--- config.mk ---
export PLATFORM = sky130hd
export DESIGN_NAME = eth_payload_ser
export DESIGN_NICKNAME = d
export VERILOG_FILES = /design/src/rtl/eth_payload_ser.sv
export SDC_FILE = /design/constraint.sdc
export NUM_CORES = 1
export LEC_CHECK = 0
export BUFFER_PORTS_ARGS = -buffer_cell sky130_fd_sc_hd__buf_2
export CORE_UTILIZATION = 25
export DETAILED_ROUTE_END_ITERATION = 7
export SYNTH_ARGS = -nofsm -noshare
export SYNTH_HDL_FRONTEND = slang
export SYNTH_SLANG_ARGS = --single-unit
--- constraint.sdc ---
create_clock -name sys_clk -period 3.8 [get_ports sys_clk]
set_input_delay 0 -clock sys_clk [delete_from_list [all_inputs] [get_ports sys_clk]]
set_output_delay 0 -clock sys_clk [all_outputs]
set_load 0.01 [all_outputs]
--- src/rtl/eth_payload_ser.sv ---
// eth_payload_ser: pulls 32-bit payload words from a packet source and
// serialises them MSB-byte-first onto a valid/ready byte stream, padding
// short packets up to MIN_PAYLOAD bytes before pulsing eth_tx_done.
module eth_payload_ser #(
    parameter int          MIN_PAYLOAD = 18,
    parameter int          MAX_BYTES   = 1472,
    parameter logic [7:0]  PAD_BYTE    = 8'h00
) (
    input  logic        sys_clk,
    input  logic        sys_rst,
    input  logic        eth_tx_start,
    input  logic [15:0] eth_tx_data_num,
    input  logic [31:0] eth_tx_data,
    output logic        eth_tx_req,
    output logic        eth_tx_done,
    output logic [7:0]  pl_data,
    output logic        pl_valid,
    input  logic        pl_ready,
    output logic        pl_last,
    output logic [15:0] pl_len,
    output logic        pl_busy,
    output logic        pl_err
);

    typedef enum logic [2:0] {
        IDLE, REQ, CAP, SEND, PAD, DONE
    } state_t;

    localparam logic [15:0] MIN_LEN = 16'(MIN_PAYLOAD);
    localparam logic [15:0] MAX_LEN = 16'(MAX_BYTES);

    state_t      state, state_nxt;
    logic [15:0] n_lat;      // requested payload bytes of the current packet
    logic [15:0] byte_cnt;   // bytes accepted so far (payload + pad)
    logic [1:0]  word_idx;   // byte position inside the current word
    logic [31:0] shift;      // current word, next byte always in [31:24]

    logic        start_ok;
    logic [15:0] cnt_inc;

    assign start_ok = eth_tx_start && (eth_tx_data_num != 16'd0)
                      && (eth_tx_data_num <= MAX_LEN);
    assign cnt_inc  = byte_cnt + 16'd1;

    // State register.
    always_ff @(posedge sys_clk) begin
        // NOTE: sequential state uses non-blocking assignments so every
        // register samples pre-edge values regardless of statement order.
        if (sys_rst) state <= IDLE;
        else         state <= state_nxt;
    end

    // Next-state and per-state outputs.
    always_comb begin
        // NOTE: every output gets a default first; a path that leaves one
        // unassigned would infer a latch.
        state_nxt   = state;
        eth_tx_req  = 1'b0;
        eth_tx_done = 1'b0;
        pl_valid    = 1'b0;
        pl_data     = 8'h00;
        case (state)
            IDLE: if (start_ok) state_nxt = REQ;
            REQ: begin
                eth_tx_req = 1'b1;
                state_nxt  = CAP;
            end
            CAP: state_nxt = SEND;
            SEND: begin
                pl_valid = 1'b1;
                pl_data  = shift[31:24];
                // Leave the word after its 4th byte or at the payload end;
                // any remaining bytes of a final partial word are dropped.
                if (pl_ready && (word_idx == 2'd3 || cnt_inc == n_lat)) begin
                    if (cnt_inc < n_lat)      state_nxt = REQ;
                    else if (n_lat < MIN_LEN) state_nxt = PAD;
                    else                      state_nxt = DONE;
                end
            end
            PAD: begin
                pl_valid = 1'b1;
                pl_data  = PAD_BYTE;
                if (pl_ready && cnt_inc == pl_len) state_nxt = DONE;
            end
            DONE: begin
                eth_tx_done = 1'b1;
                state_nxt   = IDLE;
            end
            default: state_nxt = IDLE;
        endcase
    end

    // Final byte of the emitted frame, payload or pad.
    assign pl_last = pl_valid && (byte_cnt == pl_len - 16'd1);

    // Datapath: packet setup, word capture, byte shifting and counting.
    always_ff @(posedge sys_clk) begin
        if (sys_rst) begin
            n_lat    <= 16'd0;
            byte_cnt <= 16'd0;
            word_idx <= 2'd0;
            shift    <= 32'd0;
            pl_len   <= 16'd0;
            pl_busy  <= 1'b0;
            pl_err   <= 1'b0;
        end else begin
            pl_err <= 1'b0;
            case (state)
                IDLE: begin
                    if (eth_tx_start) begin
                        if (start_ok) begin
                            n_lat    <= eth_tx_data_num;
                            pl_len   <= (eth_tx_data_num < MIN_LEN) ? MIN_LEN
                                                                    : eth_tx_data_num;
                            pl_busy  <= 1'b1;
                            byte_cnt <= 16'd0;
                        end else begin
                            pl_err <= 1'b1;
                        end
                    end
                end
                CAP: begin
                    shift    <= eth_tx_data;
                    word_idx <= 2'd0;
                end
                SEND: begin
                    if (pl_ready) begin
                        shift    <= {shift[23:0], 8'h00};
                        byte_cnt <= cnt_inc;
                        word_idx <= word_idx + 2'd1;
                    end
                end
                PAD: begin
                    if (pl_ready) byte_cnt <= cnt_inc;
                end
                DONE: pl_busy <= 1'b0;
                default: ;
            endcase
        end
    end

endmodule
==> results.yml <==
run_status:
  outcome: "finished, final reports clean"
pwr:
  p_per_area_nw_per_um2: 347
  total_power_mw: 2.15
  vdd_ir_drop_max_mv: 0.223
  leakage_nw: 2.46
floorplan:
  die_y_um: 144
  fp-row-count: 51
  dieArea_um2: 20700
  die_w_um: 144
  ios: 82
  coreArea_um2: 19600
  initial_core_util_pct: 25.7
worst_setup_path:
  start_kind: "flop"
  critPathMaxStageDelay_ns: 0.56
  cpMostUsedCell: "nor2_1"
  criticalPathCategory: "flop to flop"
  worstPathArrival_ns: 3.73
  crit_slowest_cell: "dfxtp_1"
  cp_num_buf_inv: 0
  worst_path_dominant_cell_family: "simple AND/OR/NAND/NOR gates"
  cp.required_ns: 4.09
  worstPathCellList: "and4_1 > nand4_4 > nor2_1 > and3_1 > xor2_1 > ha_1 > nand4_1 > nor3_1 > a221oi_1 > nor2_1 > nand2_1 > a211oi_1 > o22a_1"
  cp_max_fo: 13
  critPathCaptureType: "flop"
cts:
  clockBufferDepth: 2
  cts_setup_buffers: 0
  cts_made_buffers: 9
  h-tree-depth: 3
  tritoncts: "built"
  clock_latency_ns: 0.35
  clk_pin_slew_ns: 0.07
  cts_root_buffer: "clkbuf_16"
  cts.sinks: 87
cells_and_area:
  multi_input_area_um2: 2980
  drive_gt1_share_pct: 16.4
  fill_cells: 2117
  seq_area_um2: 1740
  layout_common_cells: "87 x dfxtp_1, 86 x nor2_1, 81 x buf_2"
  final_area_um2: 6200
  fin_util_pct: 31.6
  final_nets: 788
  layout_commonest_cell: "dfxtp_1"
  area_growth_pct: 23.1
synthesis:
  yosysWarningCount: 0
  mappedNetlistNets: 710
  ys_seq_elements: 87
  netlist_instances: 639
  synth_seq_area_share_pct: 34.6
  synth.distinct_cells: 58
  avgSynthCellArea_um2: 7.88
  synth-main-ff-cell: "dfxtp_1"
  synth_area_um2: 5040
  synth_edf_count: 0
  async_reset_ff_share_pct: 0
sta:
  fin_tns_setup_ns: 0
  worst_slew_pin_slew_ns: 1.19
  post-route-min-period_ns: 3.44
  setup_viol: 0
  setup_ws_ns: 0.362
  relSlewSlack_pct: 20.5
  max_freq_ghz: 0.291
  skew_ns: 0.0102
  rsz0062_at_grt: "false"
  finalCritPeriodShare_pct: 90.5
  maxSlewViolCount: 0
  hold_viol_final: 0
place:
  post-dp-hpwl_mm: 10.5
  dpl_worst_slack_ns: 0.457
  placed_cell_area_um2: 5640
  numPortBuffers: 81
  gp_congestion: 0.886
worst_hold_path:
  holdCritPathClass: "primary input to flop"
route:
  drtAntennaViolNets: 0
  vias: 4813
  viasPerCell: 4.88
  drc: 0
  drtPass1Iterations: 4
  routedWlPerCell_um: 15.1
  drt-initial-drc-count: 272
  finalWirelength_mm: 14.9
grt:
  grt_first_pass_wirelength_mm: 23.7
  grt_max_degree: 50
  grt_usage_pct: 14.9
  grt.overflow.total: 0
  first_global_vias: 4555
  antenna_found_initial: 1
flow_run:
  maxCapViolations: 0
[registers in the layout, indices dropped and copies added, names as in the netlist]
register and count:
shift 32, state 3, word_idx 2, pl_busy 1, byte_cnt 16, pl_err 1, pl_len 16, n_lat 16
[cell usage after synthesis (all sizes together), types with 2 or more instances]
cell type	count	area, µm²
nand3b	3	22.5
inv	28	105
buf	19	110
nand3	7	35.0
and4	4	35.0
o221ai	23	201
nand2b	7	43.8
a211oi	7	52.6
dfxtp	87	1740
and3	2	12.5
a21oi	64	320
a31o	2	17.5
mux2i	10	100
nor3b	2	15.0
nor3	24	130
o21bai	2	15.0
or3	2	12.5
nand2	58	218
nand4	15	109
o2111ai	3	26.3
nor2	89	344
and2	16	100
o211ai	2	15.0
a2111oi	2	37.5
nor4b	2	17.5
a221oi	4	35.0
xnor2	23	201
nor2b	2	12.5
a22oi	11	82.6
xor2	22	193
ha	19	238
and3b	2	17.5
a32oi	4	35.0
a21o	4	30.0
nor4	7	43.8
clkbuf	28	105
o21ai	20	100
[path summary, 6_finish.rpt]
path | start | endpoint | slack, ns | cells after the start
worst max-delay path | byte_cnt[2] | state[0] | 0.36 | 13
worst min-delay path | eth_tx_data[17] | shift[17] | 0.02 | 3
worst max register to register | byte_cnt[2] | state[0] | 0.36 | 13
worst min register to register | shift[26] | shift[26] | 0.45 | 2
[worst register-to-register path: stages (launching register included)]
cell	delay, ns
dfxtp_1	0.56
and4_1	0.44
nand4_4	0.20
nor2_1	0.30
and3_1	0.31
xor2_1	0.10
ha_1	0.32
nand4_1	0.12
nor3_1	0.30
a221oi_1	0.16
nor2_1	0.12
nand2_1	0.09
a211oi_1	0.18
o22a_1	0.18
[where the power goes]
part           internal [mW]  total (mW)  switching, mW
clock                  0.579       0.975          0.397
combinational         0.0854       0.228          0.143
sequential             0.929       0.945         0.0159
[timing repair]
| item | in CTS | in global routing |
|---|---|---|
| endpoints found under the setup margin | 0 | 0 |
| hold buffers | 24 | 0 |
| gates resized for setup | 0 | 0 |
| endpoints found under the hold margin | 35 | 0 |
[area by class of cell]
cell class	instances	share of cell area [%]
Timing Repair Buffer	114	11.5
Tap cell	265	5.35
Inverter	29	1.76
Sequential cell	87	28.1
Clock buffer	9	3.63
Antenna cell	1	0.0404
Clock inverter	6	1.53
Multi-Input combinational cell	476	48.1
[metrics by stage]
stage,hold WS (ns),cells
after global routing,0.0235,986
after global placement,0.233,947
final,0.0157,987
after detailed placement,0.244,947
after CTS,0.00391,986
after floorplan,0.134,639
[cell families after synthesis]
| kind of cell | synth area share, % |
|---|---|
| AND/OR/NAND/NOR | 23.7 |
| buffers and inverters | 6.43 |
| XOR/XNOR | 7.83 |
| AO/OA/AOI/OAI | 20.7 |
| adder cells (fa/ha/maj) | 4.72 |
| multiplexers | 1.99 |
| flip-flops | 34.6 |
[metal layers]
metal / wire [µm] / global-route usage (%)
met5: 0 / 0
met3: 1130 / 4.27
met2: 6730 / 23.8
met1: 6820 / 19.1
met4: 223 / 4.54
(Power assumes the default switching activity.)
